<file path="src/rtl/dispatch_wide_if.sv">
// Bundle between the instruction fetch queue / retire side and the wide dispatch stage.
// Also carries read-only debug views of the dispatch credit state for checkers.
interface dispatch_wide_if #(
  parameter int WIDTH       = 2,
  parameter int ROB_DEPTH   = 32,
  parameter int RS_SLOTS    = 8,
  parameter int NUM_CLASSES = 2,
  parameter int XLEN        = 32
);
  localparam int TAG_W = $clog2(ROB_DEPTH);
  localparam int CLS_W = (NUM_CLASSES > 1) ? $clog2(NUM_CLASSES) : 1;
  localparam int CNT_W = $clog2(WIDTH + 1);
  localparam int RW    = $clog2(ROB_DEPTH + 1);
  localparam int RSW   = $clog2(RS_SLOTS + 1);

  // Handshake: ifq_valid[i] offers lane i; disp_valid[i] in the same cycle is the
  // ready/accept for that lane, and ifq_pop_cnt tells the IFQ how many lanes to drop.
  logic [WIDTH-1:0]             ifq_valid;
  logic [WIDTH*XLEN-1:0]        ifq_instr;
  logic [WIDTH*XLEN-1:0]        ifq_pc;
  logic [WIDTH*CLS_W-1:0]       ifq_class;
  logic [WIDTH-1:0]             ifq_has_rd;
  logic [CNT_W-1:0]             rob_commit_cnt;
  logic [NUM_CLASSES-1:0]       rs_release;
  logic                         flush;
  logic [TAG_W-1:0]             flush_tail;
  logic [WIDTH-1:0]             disp_valid;
  logic [WIDTH*TAG_W-1:0]       disp_tag;
  logic [WIDTH-1:0]             rat_we;
  logic [CNT_W-1:0]             ifq_pop_cnt;
  logic                         stall;
  logic                         partial;
  logic [31:0]                  stall_cycles;
  logic [TAG_W-1:0]             dbg_tail;
  logic [RW-1:0]                dbg_rob_credits;
  logic [NUM_CLASSES*RSW-1:0]   dbg_rs_credits;

  modport master (
    output ifq_valid, ifq_instr, ifq_pc, ifq_class, ifq_has_rd,
           rob_commit_cnt, rs_release, flush, flush_tail,
    input  disp_valid, disp_tag, rat_we, ifq_pop_cnt, stall, partial, stall_cycles,
           dbg_tail, dbg_rob_credits, dbg_rs_credits
  );

  modport slave (
    input  ifq_valid, ifq_instr, ifq_pc, ifq_class, ifq_has_rd,
           rob_commit_cnt, rs_release, flush, flush_tail,
    output disp_valid, disp_tag, rat_we, ifq_pop_cnt, stall, partial, stall_cycles,
           dbg_tail, dbg_rob_credits, dbg_rs_credits
  );
endinterface

</file>
<file path="src/rtl/dispatch_wide.sv">
// In-order multi-lane dispatch into ROB and per-class reservation stations, driven by
// registered credit counters; grant is combinational from those credits.
module dispatch_wide #(
  parameter int WIDTH       = 2,
  parameter int ROB_DEPTH   = 32,
  parameter int RS_SLOTS    = 8,
  parameter int NUM_CLASSES = 2,
  parameter int XLEN        = 32
) (
  input logic            clk,
  input logic            rst,
  dispatch_wide_if.slave bus
);
  localparam int TAG_W = $clog2(ROB_DEPTH);
  localparam int CLS_W = (NUM_CLASSES > 1) ? $clog2(NUM_CLASSES) : 1;
  localparam int CNT_W = $clog2(WIDTH + 1);
  localparam int RW    = $clog2(ROB_DEPTH + 1);
  localparam int RSW   = $clog2(RS_SLOTS + 1);

  logic [TAG_W-1:0] tail;
  logic [RW-1:0]    rob_credits;
  logic [RSW-1:0]   rs_credits [NUM_CLASSES];
  logic [31:0]      stall_cnt;

  logic [WIDTH-1:0] grant;
  logic [WIDTH-1:0] vprefix;
  logic [CNT_W-1:0] n;
  logic [RSW-1:0]   taken [NUM_CLASSES];

  // A lane is granted only if every older lane was; the chain bit carries that.
  always_comb begin : grant_p
    logic             chain;
    logic             vchain;
    logic [CLS_W-1:0] cls;
    grant   = '0;
    vprefix = '0;
    n       = '0;
    chain   = rst & ~bus.flush;
    vchain  = 1'b1;
    cls     = '0;
    for (int c = 0; c < NUM_CLASSES; c++) taken[c] = '0;
    for (int i = 0; i < WIDTH; i++) begin
      cls        = bus.ifq_class[i*CLS_W +: CLS_W];
      vchain     = vchain & bus.ifq_valid[i];
      vprefix[i] = vchain;
      chain      = chain & bus.ifq_valid[i] & (rob_credits > RW'(i))
                 & (int'(cls) < NUM_CLASSES) & (rs_credits[cls] > taken[cls]);
      grant[i]   = chain;
      if (chain) begin
        taken[cls] = taken[cls] + RSW'(1);
        n          = n + CNT_W'(1);
      end
    end
  end

  logic [RW:0]    rob_sum;
  logic [RW-1:0]  rob_next;
  logic [RSW-1:0] rs_next [NUM_CLASSES];
  logic           rob_ovf;
  logic           rs_ovf;

  // Returns beyond the maximum are protocol errors; the counters clamp instead of wrapping.
  always_comb begin : credit_p
    logic [RSW:0] rs_sum;
    rob_sum  = {1'b0, rob_credits} - (RW+1)'(n) + (RW+1)'(bus.rob_commit_cnt);
    rob_ovf  = rob_sum > (RW+1)'(ROB_DEPTH);
    rob_next = rob_ovf ? RW'(ROB_DEPTH) : rob_sum[RW-1:0];
    rs_ovf   = 1'b0;
    rs_sum   = '0;
    for (int c = 0; c < NUM_CLASSES; c++) begin
      rs_sum     = {1'b0, rs_credits[c]} - {1'b0, taken[c]} + (RSW+1)'(bus.rs_release[c]);
      rs_next[c] = (rs_sum > (RSW+1)'(RS_SLOTS)) ? RSW'(RS_SLOTS) : rs_sum[RSW-1:0];
      rs_ovf     = rs_ovf | (rs_sum > (RSW+1)'(RS_SLOTS));
    end
  end

  always_ff @(posedge clk) begin
    if (!rst) begin
      tail        <= '0;
      rob_credits <= RW'(ROB_DEPTH);
      for (int c = 0; c < NUM_CLASSES; c++) rs_credits[c] <= RSW'(RS_SLOTS);
    end else if (bus.flush) begin
      tail        <= bus.flush_tail;
      rob_credits <= RW'(ROB_DEPTH);
      for (int c = 0; c < NUM_CLASSES; c++) rs_credits[c] <= RSW'(RS_SLOTS);
    end else begin
      tail        <= tail + TAG_W'(n);
      rob_credits <= rob_next;
      for (int c = 0; c < NUM_CLASSES; c++) rs_credits[c] <= rs_next[c];
      assert (!(rob_ovf || rs_ovf));
    end
  end

  always_ff @(posedge clk) begin
    if (!rst)                              stall_cnt <= '0;
    else if (bus.stall && stall_cnt != '1) stall_cnt <= stall_cnt + 32'd1;
  end

  for (genvar i = 0; i < WIDTH; i++) begin : g_lane
    assign bus.disp_tag[i*TAG_W +: TAG_W] = tail + TAG_W'(i);
    assign bus.rat_we[i] = grant[i] & bus.ifq_has_rd[i] & (|bus.ifq_instr[i*XLEN+7 +: 5]);
  end

  for (genvar c = 0; c < NUM_CLASSES; c++) begin : g_dbg
    assign bus.dbg_rs_credits[c*RSW +: RSW] = rs_credits[c];
  end

  assign bus.disp_valid      = grant;
  assign bus.ifq_pop_cnt     = n;
  assign bus.stall           = rst & bus.ifq_valid[0] & ~grant[0];
  assign bus.partial         = (|grant) & (grant != vprefix);
  assign bus.stall_cycles    = stall_cnt;
  assign bus.dbg_tail        = tail;
  assign bus.dbg_rob_credits = rob_credits;

  logic unused_ok;
  assign unused_ok = ^{bus.ifq_pc, bus.ifq_instr};
endmodule

</file>
<file path="src/flat_wrapper.sv">
// flat-port wrapper written by rule: the top's interface ports become plain ports
module dispatch_wide_flat 
#(
  parameter int WIDTH       = 2,
  parameter int ROB_DEPTH   = 32,
  parameter int RS_SLOTS    = 8,
  parameter int NUM_CLASSES = 2,
  parameter int XLEN        = 32
)
  (clk, rst, bus_ifq_valid, bus_ifq_instr, bus_ifq_pc, bus_ifq_class, bus_ifq_has_rd, bus_rob_commit_cnt, bus_rs_release, bus_flush, bus_flush_tail, bus_disp_valid, bus_disp_tag, bus_rat_we, bus_ifq_pop_cnt, bus_stall, bus_partial, bus_stall_cycles, bus_dbg_tail, bus_dbg_rob_credits, bus_dbg_rs_credits);
  dispatch_wide_if #(.WIDTH(WIDTH), .ROB_DEPTH(ROB_DEPTH), .RS_SLOTS(RS_SLOTS), .NUM_CLASSES(NUM_CLASSES), .XLEN(XLEN)) bus_i ();
  input logic clk;
  input logic rst;
  input wire logic [$bits(bus_i.ifq_valid)-1:0] bus_ifq_valid;
  input wire logic [$bits(bus_i.ifq_instr)-1:0] bus_ifq_instr;
  input wire logic [$bits(bus_i.ifq_pc)-1:0] bus_ifq_pc;
  input wire logic [$bits(bus_i.ifq_class)-1:0] bus_ifq_class;
  input wire logic [$bits(bus_i.ifq_has_rd)-1:0] bus_ifq_has_rd;
  input wire logic [$bits(bus_i.rob_commit_cnt)-1:0] bus_rob_commit_cnt;
  input wire logic [$bits(bus_i.rs_release)-1:0] bus_rs_release;
  input wire logic [$bits(bus_i.flush)-1:0] bus_flush;
  input wire logic [$bits(bus_i.flush_tail)-1:0] bus_flush_tail;
  output wire logic [$bits(bus_i.disp_valid)-1:0] bus_disp_valid;
  output wire logic [$bits(bus_i.disp_tag)-1:0] bus_disp_tag;
  output wire logic [$bits(bus_i.rat_we)-1:0] bus_rat_we;
  output wire logic [$bits(bus_i.ifq_pop_cnt)-1:0] bus_ifq_pop_cnt;
  output wire logic [$bits(bus_i.stall)-1:0] bus_stall;
  output wire logic [$bits(bus_i.partial)-1:0] bus_partial;
  output wire logic [$bits(bus_i.stall_cycles)-1:0] bus_stall_cycles;
  output wire logic [$bits(bus_i.dbg_tail)-1:0] bus_dbg_tail;
  output wire logic [$bits(bus_i.dbg_rob_credits)-1:0] bus_dbg_rob_credits;
  output wire logic [$bits(bus_i.dbg_rs_credits)-1:0] bus_dbg_rs_credits;
  assign bus_i.ifq_valid = bus_ifq_valid;
  assign bus_i.ifq_instr = bus_ifq_instr;
  assign bus_i.ifq_pc = bus_ifq_pc;
  assign bus_i.ifq_class = bus_ifq_class;
  assign bus_i.ifq_has_rd = bus_ifq_has_rd;
  assign bus_i.rob_commit_cnt = bus_rob_commit_cnt;
  assign bus_i.rs_release = bus_rs_release;
  assign bus_i.flush = bus_flush;
  assign bus_i.flush_tail = bus_flush_tail;
  assign bus_disp_valid = bus_i.disp_valid;
  assign bus_disp_tag = bus_i.disp_tag;
  assign bus_rat_we = bus_i.rat_we;
  assign bus_ifq_pop_cnt = bus_i.ifq_pop_cnt;
  assign bus_stall = bus_i.stall;
  assign bus_partial = bus_i.partial;
  assign bus_stall_cycles = bus_i.stall_cycles;
  assign bus_dbg_tail = bus_i.dbg_tail;
  assign bus_dbg_rob_credits = bus_i.dbg_rob_credits;
  assign bus_dbg_rs_credits = bus_i.dbg_rs_credits;
  dispatch_wide #(.WIDTH(WIDTH), .ROB_DEPTH(ROB_DEPTH), .RS_SLOTS(RS_SLOTS), .NUM_CLASSES(NUM_CLASSES), .XLEN(XLEN)) u_core (.clk(clk), .rst(rst), .bus(bus_i));
endmodule
</file>
<file path="config.mk">
export PLATFORM = sky130hd
export DESIGN_NAME = dispatch_wide_flat
export DESIGN_NICKNAME = d
export VERILOG_FILES = /design/src/rtl/dispatch_wide_if.sv /design/src/rtl/dispatch_wide.sv /design/src/flat_wrapper.sv
export SDC_FILE = /design/constraint.sdc
export NUM_CORES = 1
export LEC_CHECK = 0
export CAP_MARGIN = 20
export CORE_MARGIN = 2
export CORE_UTILIZATION = 35
export DETAILED_ROUTE_END_ITERATION = 12
export PLACE_DENSITY = 0.79
export SETUP_SLACK_MARGIN = 0.4
export SKIP_CTS_REPAIR_TIMING = 1
export SLEW_MARGIN = 10
export SYNTH_ARGS = -nofsm -noshare
export SYNTH_HDL_FRONTEND = slang
export SYNTH_SLANG_ARGS = --single-unit
</file>
<file path="constraint.sdc">
create_clock -name clk -period 5.05 [get_ports clk]
set_input_delay 0.505 -clock clk [delete_from_list [all_inputs] [get_ports clk]]
set_output_delay 0.505 -clock clk [all_outputs]
set_load 0.005 [all_outputs]
</file>
# ---- Yosys cells after proc, flatten, opt, wreduce, memory -nomap -nowiden
# Memories as Yosys holds them, arrays and structs flattened.
# Index checks and enable logic that the tools add are counted.
dict set report totals {
  ff_bits 43
  ramBits 8
  in_bits 146
  out_inout_bits 69
  elab_cells 89
  n_memories 1
}
# name words width rd rd_clocked_by_memory_dff wr line_no
set mem_list {}
lappend mem_list {u_core.rs_credits 2 4 4 0 2 dispatch_wide.sv:22} ;# logic [RSW-1:0] rs_credits [NUM_CLASSES];
dict set report classes {
  add_sub_neg 12
  magnitude_cmp 11
  eq_ne 2
  n_mux 28
  bitwise 25
  n_reduce_logical 7
}
# operator n
set op_table {}
lappend op_table {{$mux 4} 13}
lappend op_table {{$add 32x1->32 const B} 1}
lappend op_table {{$ne 32x32->1 const B} 1}
lappend op_table {{$mux 8} 2}
lappend op_table {{$and 1x1->1} 15}
lappend op_table {{$gt 6x1->1 const B} 2}
lappend op_table {{$add 5x1->5} 2}
lappend op_table {{$gt 5x4->1 const B} 2}
lappend op_table {{$reduce_or 5->1} 2}
lappend op_table {{$sub 4x4->5} 2}
lappend op_table {{$add 4x1->4 const B} 2}
lappend op_table {{$and 8x8->8} 1}
lappend op_table {{$bwmux 8} 1}
lappend op_table {{$demux 4 s1} 2}
lappend op_table {{$gt 4x4->1} 2}
lappend op_table {{$mux 1} 8}
lappend op_table {{$add 7x2->7} 1}
lappend op_table {{$gt 7x6->1 const B} 1}
lappend op_table {{$sub 6x2->7} 1}
lappend op_table {{$add 5x1->5 const B} 1}
lappend op_table {{$add 5x2->5} 1}
lappend op_table {{$mux 5} 1}
lappend op_table {{$ge 2x2->1 const B} 2}
lappend op_table {{$lt 2x1->1 const B} 2}
lappend op_table {{other kinds (9)} 17}

# ---- Depth between registers and ports, before layout
# Gate-level depths: netlist of the first run.
dict set report depth {
  depth_word 18
  ltp_mapped 24
  depth_no_buf 23
}

# ---- Worst setup path after synthesis of the first run
# OpenSTA, ideal clock, no wires.
dict set report synth_path {
  kind {register to register}
  from {register u_core.rob_credits[5], in the netlist u_core.bus.dbg_rob_credits[5]}
  to {register u_core.rob_credits[2], in the netlist u_core.bus.dbg_rob_credits[2]}
  setup_ns 0.096
  t_arrival_ns 4.861
  required_ns 4.954
  path_slack_ns 0.093
  stages_incl_launch_ff 25
  path_buffers 1
  period_less_slack_ns 4.957
  cell_sequence {dfxtp_1 inv_1 ha_1 nor4bb_1 a21oi_1 and4_1 nand2b_1 o22ai_1 ha_1 nor2_1 o221ai_1 or2_2 inv_1 ha_1 ha_1 inv_1 ha_1 inv_1 fa_1 nor2b_1 o311a_1 or4_1 and3_1 clkbuf_1 nor4b_1}
}
dict set report synth_between {
  elab_chain_cells 14
  word_cells_on_any_way 19
  classes_between {add/sub: 3; order compare: 4; mux: 6; bitwise: 5; reduce/logical: 1}
}
# item line_no
set synth_rtl {}
lappend synth_rtl {{start: declaration} dispatch_wide.sv:21} ;# logic [RW-1:0] rob_credits;
lappend synth_rtl {{start signal: assignment} dispatch_wide.sv:80} ;# rob_credits <= RW'(ROB_DEPTH);
lappend synth_rtl {{start signal: assignment} dispatch_wide.sv:84} ;# rob_credits <= RW'(ROB_DEPTH);
lappend synth_rtl {{start signal: assignment} dispatch_wide.sv:88} ;# rob_credits <= rob_next;
lappend synth_rtl {{$gt 6x1->1 (*)} dispatch_wide.sv:46} ;# chain = chain & bus.ifq_valid[i] & (rob_credits > RW'(i))
lappend synth_rtl {{$and 1x1->1 (*)} dispatch_wide.sv:46}
lappend synth_rtl {{$and 1x1->1 (*)} dispatch_wide.sv:47} ;# & (int'(cls) < NUM_CLASSES) & (rs_credits[cls] > taken[cls]);
lappend synth_rtl {{net bus_disp_valid[0]} flat_wrapper.sv:23} ;# output wire logic [$bits(bus_i.disp_valid)-1:0] bus_disp_valid;
lappend synth_rtl {{$mux 8} dispatch_wide.sv:49} ;# if (chain) begin
lappend synth_rtl {{$mux 4 (not written as such) (3 in a row)} dispatch_wide.sv:47}
lappend synth_rtl {{$gt 4x4->1} dispatch_wide.sv:47}
lappend synth_rtl {{$and 1x1->1 (*)} dispatch_wide.sv:47}
lappend synth_rtl {{net u_core.grant_p.chain} dispatch_wide.sv:32} ;# logic chain;
lappend synth_rtl {{$mux 2 (*)} dispatch_wide.sv:49}
lappend synth_rtl {{net bus_ifq_pop_cnt[0]} flat_wrapper.sv:26} ;# output wire logic [$bits(bus_i.ifq_pop_cnt)-1:0] bus_ifq_pop_cnt;
lappend synth_rtl {{$sub 6x2->7 (*)} dispatch_wide.sv:65} ;# rob_sum = {1'b0, rob_credits} - (RW+1)'(n) + (RW+1)'(bus.rob_commit_cnt);
lappend synth_rtl {{$add 7x2->7 (*)} dispatch_wide.sv:65}
lappend synth_rtl {{$gt 7x6->1} dispatch_wide.sv:66} ;# rob_ovf = rob_sum > (RW+1)'(ROB_DEPTH);
lappend synth_rtl {{$reduce_or 3->1 (no line)} n/a}
# Mark *: on every way through the listed nets, which the timed path passes. The rest lies on a longest branch. The select of a mux whose other input is x is not followed.
# A chain may end at the register's enable or synchronous reset.

# ---- Worst setup path after layout of the first run
dict set report layout_path {
  from {input port bus_ifq_class[0]}
  to {register u_core.rob_credits[4], in the netlist u_core.bus.dbg_rob_credits[4]}
}
dict set report layout_between {
  elab_chain_cells 17
  word_cells_on_any_way 25
  classes_between {add/sub: 3; order compare: 5; mux: 8; bitwise: 6; reduce/logical: 2; memory: 1}
}
# item line_no
set layout_rtl {}
lappend layout_rtl {{start: declaration} flat_wrapper.sv:17} ;# input wire logic [$bits(bus_i.ifq_class)-1:0] bus_ifq_class;
lappend layout_rtl {{parallel branches: the longest is 12 deep, another holds $mem_v2 2x4} n/a}
lappend layout_rtl {{$mux 2 (*)} dispatch_wide.sv:49}
lappend layout_rtl {{$sub 6x2->7 (*)} dispatch_wide.sv:65}
lappend layout_rtl {{$add 7x2->7 (*)} dispatch_wide.sv:65}
lappend layout_rtl {{$gt 7x6->1} dispatch_wide.sv:66}
lappend layout_rtl {{$reduce_or 3->1 (no line)} n/a}
# Mark *: on every way between the ends. The select of a mux whose other input is x is not followed.

==> results of run 1 <==
==> cell families (layout without fill, tap and decap cells) <==
family | Yosys count | in the layout | share of synthesized area
simple gates | 175 | 175 | 0.280
compound gates | 63 | 63 | 0.116
buf+inv | 63 | 169 | 0.0768
flops | 51 | 51 | 0.306
fa+ha+maj | 34 | 34 | 0.129
mux | 22 | 22 | 0.0611
xor+xnor | 13 | 13 | 0.0316
other cells | 1 | 8 | 0.00104
==> Yosys cell counts (2+ instances only) <==
cell type,instances
a21o_1,3
a21oi_1,21
a31oi_1,2
and3_1,13
and3b_1,2
and4_1,4
buf_2,2
buf_4,6
buf_6,2
clkbuf_1,9
dfxtp_1,43
edfxtp_1,8
fa_1,5
ha_1,29
inv_1,44
mux2i_1,22
nand2_1,36
nand2b_1,21
nand3_1,18
nand4_1,7
nor2_1,18
nor2b_1,4
nor3_1,7
nor3_2,2
nor3b_1,5
nor4_1,9
nor4b_1,3
nor4bb_1,3
o211ai_1,2
o21a_1,2
o21ai_0,9
o21bai_1,2
o311a_1,2
o311ai_0,2
o31ai_1,8
or3_1,5
or4_1,11
xnor2_1,7
xor2_1,6
==> worst register-to-register path, stage by stage, from the launching register on <==
cell      delay (ns)
dfxtp_2         0.37
inv_2           0.06
ha_4            0.16
nor4bb_4        0.16
a21oi_2         0.14
and4_4          0.30
nand2b_4        0.07
o22ai_2         0.14
ha_1            0.26
nor2_2          0.11
o221ai_2        0.12
or2_4           0.26
inv_4           0.06
ha_4            0.20
ha_4            0.26
inv_2           0.03
ha_4            0.15
inv_2           0.05
fa_2            0.20
nor2b_2         0.05
o311a_1         0.30
or4_1           0.48
and3_4          0.20
nor4bb_2        0.24
==> cell usage in the layout, fill, tap and decap left out, types with 5 or more instances in the layout <==
cell type        synthesis  routed
clkdlybuf4s50_1          0      96
dfxtp_1                 43      39
inv_1                   44      37
nand2_1                 36      36
ha_1                    29      24
mux2i_1                 22      22
buf_4                    6      21
nand2b_1                21      20
a21oi_1                 21      19
nand3_1                 18      18
nor2_1                  18      16
and3_1                  13      12
or4_1                   11      11
o21ai_0                  9       9
o31ai_1                  8       8
nor4_1                   9       8
edfxtp_1                 8       8
conb_1                   1       8
nand4_1                  7       7
xnor2_1                  7       6
xor2_1                   6       6
inv_2                    0       5
nor3b_1                  5       5
or3_1                    5       5
clkbuf_8                 0       5
==> per-layer routing <==
layer  vias to the layer above  routed length (µm)  global-route usage
met4                         0                 102              0.0324
met5                         -                   0                   0
met2                       106                4610               0.288
li1                       1715                   -                   -
met1                      1608                4430               0.237
met3                         8                 495              0.0291
==> where the power goes <==
group | internal (mW) | total (mW) | switching, mW
logic | 0.374 | 0.675 | 0.301
registers | 0.446 | 0.481 | 0.0348
clock network | 0.151 | 0.304 | 0.154
==> state kept, by name, summed over array words and instances, names as in the netlist <==
name,cells
u_core.rs_credits,8
u_core.bus.stall_cycles,32
u_core.bus.dbg_rob_credits,6
u_core.bus.dbg_tail,5
==> stage by stage <==
step	hold slack (ns)	util	power [mW]	setup WS, ns
global route	0.538	0.503	1.56	0.359
detailed placement	0.497	0.477	1.08	-0.00769
global placement	0.477	0.477	1.05	0.0380
floorplan	0.472	-	0.853	0.433
CTS	0.516	0.489	1.39	0.291
finish	0.513	0.503	1.46	0.575
==> layout make-up <==
class                      count  area, µm²
clock inverter                 3       47.5
timing repair buffer         117       1120
sequential                    51       1110
multi-input combinational    315       2410
clock buffer                   5       68.8
tap                          136        170
fill                         915       5040
inverter                      44        170
==> final timing paths <==
kind / end / slack (ns)
worst min-delay path: u_core.bus.stall_cycles[8] / 0.51
worst max-delay path: u_core.bus.dbg_rob_credits[4] / 0.57
worst max register to register: u_core.bus.dbg_rob_credits[4] / 0.60
worst min register to register: u_core.bus.stall_cycles[8] / 0.51
==> impl_metrics.tcl, run 1 <==
set metrics [dict create \
    cp_cell_sequence "clkdlybuf4s50_1, nor2_1, a21oi_2, and4_4, nand2b_4, o22ai_2, ha_1, nor2_2, o221ai_2, or2_4, inv_4, ha_4, ha_4, inv_2, ha_4, inv_2, fa_2, nor2b_2, o311a_1, or4_1, and3_4, nor4bb_2" \
    path_buf_inv 4 \
    root_buffer "clkbuf_8" \
    synth_edf_count 8 \
    worstPathRequired_ns 5.27 \
    critPathCaptureType "flip-flop" \
    r2r-start "u_core.bus.dbg_rob_credits[4]" \
    die_y_um 105 \
    core_area_um2 10100 \
    vias_per_cell 5.12 \
    fin_crit_sh 0.886 \
    tightest_slew_ns 1.04 \
    finalWirelength_um 9640 \
    dr.first_iter.drc_count 168 \
    clkTransAtPathRegs_ns 0.11 \
    die_x_um 105 \
    grt_setup_unrepaired "yes" \
    numCtsBuffers 5 \
    hold_depth 2 \
    slowest_delay_ns 0.51 \
    grt_pass1_wl_um 15900 \
    wl_per_cell_um 14.4 \
    io_pins 215 \
    synth-main-ff-cell "dfxtp_1" \
    post_dp_cell_area_um2 4840 \
    crit_type "in2reg" \
    cts_tree "yes" \
    synth.area.top_cells "dfxtp_1, ha_1, edfxtp_1" \
    clock-skew-final_ns 0.0108 \
    drive_gt1_frac 0.135 \
    dieArea_um2 11100 \
    worstHoldStart "u_core.bus.stall_cycles[8]" \
    hold_viol 0 \
    start_kind "input port" \
    critPathArrivalTime_ns 4.70 \
    syn_area_um2 3600 \
    slew-limit-headroom 0.304 \
    cp_slowest_cell "clkdlybuf4s50_1" \
    drv_slew 0 \
    cp_common_cell "ha_4" \
    clk_latency_ns 0.31 \
    drcViolationCount 0 \
    yosysTopAreaCellShare 0.239 \
    hold_path_class "reg2reg" \
    status "completed" \
    synth.yosys.seq_area_share 0.306 \
    ys_warn_count 0 \
    synthToLayoutAreaGrowth_pct 41.5 \
    yosysUniqueCellTypes 57 \
    grt_max_degree 40 \
    setup_tns_ns 0 \
    start_util 0.355 \
    ant_nets 0 \
    worstSetupPathDepth 22 \
    p_leak_nw 1.98 \
    final_nets 714 \
    r2r_cells 23 \
    final_cell_area_um2 5100 \
    setup_violations 0 \
    grt_antenna_before_repair 0 \
    grt_use_total 0.173 \
    vdd.ir_drop.worst_v 0.000134 \
    finalCriticalPeriod_ns 4.48 \
    fmax_ghz 0.223 \
    fin_cells 671 \
    num_rows 37 \
    async_reset_ff_frac 0 \
    grt_pass1_vias 3287 \
    power_density_nw_per_um2 286 \
    cts_buffer_depth 2 \
    place_inst 655 \
    startpoint "bus_ifq_class[0]" \
    syn-instance-count 422 \
    synth_seq_cells 51 \
    synth_top_area_cell "dfxtp_1" \
    overflow 0 \
    clkSinkCount 51 \
    avgSynthCellArea_um2 8.54 \
    routed-via-count 3437 \
    dp_hpwl_um 7430 \
    cap_violations 0 \
    port_buffers 96 \
    path_delay_family "simple AND/OR/NAND/NOR gates" \
    num_antenna_cells 0 \
    crit_fanout 6 \
    cts_htree_levels 2 \
    gp_congestion 0.846 \
    firstDrtPassIters 4 \
]
No activity file was read; power rests on OpenSTA's default activity.
==> inputs of run 2 (changes only) <==
CORE_MARGIN = 8   (was 2)
GPL_ROUTABILITY_DRIVEN = 0   (was unset)
==> impl_metrics.tcl, run 2 (synthesized netlist as in run 1, its figures left out) <==
set metrics [dict create \
    wl_per_cell_um 15.3 \
    critPathCaptureType "flip-flop" \
    grt_pass1_wl_um 16700 \
    firstDrtPassIters 4 \
    crit_type "reg2reg" \
    setup_violations 0 \
    drive_gt1_frac 0.134 \
    cts_tree "yes" \
    final_nets 717 \
    cap_violations 0 \
    drcViolationCount 0 \
    num_rows 37 \
    status "completed" \
    die_y_um 117 \
    grt_use_total 0.143 \
    dr.first_iter.drc_count 216 \
    start_util 0.355 \
    num_antenna_cells 0 \
    cts_buffer_depth 2 \
    clkSinkCount 51 \
    core_area_um2 10100 \
    power_density_nw_per_um2 290 \
    root_buffer "clkbuf_8" \
    start_kind "flip-flop" \
    final_cell_mix "clkdlybuf4s50_1, dfxtp_1, inv_1" \
    mostFrequentLayoutCell "clkdlybuf4s50_1" \
    vdd.ir_drop.worst_v 0.000144 \
    p_total_mw 1.48 \
    clk_latency_ns 0.33 \
    io_pins 215 \
    dp_hpwl_um 7960 \
    hold_path_class "reg2reg" \
    utilization 0.502 \
    routed-via-count 3482 \
    tightest_slew_ns 0.637 \
    cp_slowest_cell "or4_1" \
    finalWirelength_um 10300 \
    fin_crit_sh 0.892 \
    hold_ws_ns 0.510 \
    overflow 0 \
    path_buf_inv 4 \
    grt_max_degree 40 \
    dieArea_um2 13800 \
    switchingPower_mw 0.515 \
    clock-skew-final_ns 0.0151 \
    clock_power_share 0.180 \
    vias_per_cell 5.17 \
    grt_setup_unrepaired "yes" \
    numCtsBuffers 5 \
    cts_htree_levels 2 \
    p_leak_nw 1.99 \
    port_buffers 96 \
    internal_power_mw 0.961 \
    critPathArrivalTime_ns 4.75 \
    hold_viol 0 \
    post_dp_cell_area_um2 4830 \
    final_cell_area_um2 5090 \
    worstPathRequired_ns 5.29 \
    cp_common_cell "ha_4" \
    crit_fanout 6 \
    path_delay_family "simple AND/OR/NAND/NOR gates" \
    synthToLayoutAreaGrowth_pct 41.4 \
    largest_register_ffs 32 \
    grt_antenna_before_repair 0 \
    clkTransAtPathRegs_ns 0.12 \
    slowest_delay_ns 0.47 \
    grt_pass1_vias 3420 \
    pwr-share-seq 0.326 \
    ant_nets 0 \
    swShare 0.349 \
    power_frac_comb 0.493 \
    cp_cell_sequence "inv_4, ha_4, nor4bb_4, a21oi_2, and4_4, nand2b_4, o22ai_2, ha_1, nor2_2, o221ai_2, or2_4, inv_4, ha_4, ha_4, inv_2, ha_4, inv_2, fa_2, nor2b_4, o311a_1, or4_1, and3_4, nor4bb_2" \
    fmax_ghz 0.222 \
    drv_slew 0 \
    finalCriticalPeriod_ns 4.51 \
    die_x_um 117 \
    slew-limit-headroom 0.571 \
]
-- run 2: cell types whose count changed in the layout (fill, tap and decap cells not counted), sizes merged --
cell    change
buf         +2
bufinv      -1
inv         +1
clkbuf      +1
-- run 2: per-stage QoR --
stage               worst slack, ns  TNS (ns)  std cells
floorplan                     0.433         0        429
global placement             0.0317         0        654
detailed placement          -0.0707    -0.101        654
CTS                           0.193         0        662
global route                  0.299         0        674
finish                        0.543         0        674
-- run 2: layout make-up --
| type | count | area [µm²] |
|---|---|---|
| Inverter | 44 | 170 |
| Clock buffer | 5 | 68.8 |
| Clock inverter | 3 | 26.3 |
| Tap cell | 136 | 170 |
| Timing Repair Buffer | 120 | 1140 |
| Fill cell | 947 | 5040 |
| Multi-Input combinational cell | 315 | 2410 |
| Sequential cell | 51 | 1110 |
-- run 2: final timing paths --
path | startpoint | to | slack [ns] | cells after the start
setup / recovery | u_core.bus.dbg_rob_credits[5] | u_core.bus.dbg_rob_credits[4] | 0.54 | 23
hold / removal | u_core.bus.stall_cycles[18] | u_core.bus.stall_cycles[18] | 0.51 | 2
setup reg to reg | u_core.bus.dbg_rob_credits[5] | u_core.bus.dbg_rob_credits[4] | 0.54 | 23
hold reg to reg | u_core.bus.stall_cycles[18] | u_core.bus.stall_cycles[18] | 0.51 | 2
-- run 2: power groups by stage --
| stage | clock network, mW | logic, mW | registers (mW) |
|---|---|---|---|
| final | 0.266 | 0.728 | 0.482 |
| after global routing | 0.289 | 0.798 | 0.485 |
| after CTS | 0.279 | 0.595 | 0.480 |
| after detailed placement | 0 | 0.589 | 0.490 |
| after global placement | 0 | 0.561 | 0.486 |
| after floorplan | 0 | 0.370 | 0.483 |
-- run 2: metal layers --
| layer | up-vias | wire [µm] | track usage |
|---|---|---|---|
| met4 | 0 | 132 | 0.0440 |
| met2 | 96 | 4930 | 0.237 |
| met5 | - | 0 | 0 |
| met1 | 1648 | 4530 | 0.172 |
| li1 | 1726 | - | - |
| met3 | 12 | 709 | 0.0480 |
-- run 2: worst register-to-register path, stage by stage (launching register included) --
cell,delay (ns)
dfxtp_4,0.38
inv_4,0.06
ha_4,0.14
nor4bb_4,0.33
a21oi_2,0.08
and4_4,0.24
nand2b_4,0.07
o22ai_2,0.07
ha_1,0.30
nor2_2,0.11
o221ai_2,0.12
or2_4,0.26
inv_4,0.06
ha_4,0.20
ha_4,0.26
inv_2,0.04
ha_4,0.15
inv_2,0.05
fa_2,0.23
nor2b_4,0.05
o311a_1,0.32
or4_1,0.47
and3_4,0.19
nor4bb_2,0.25
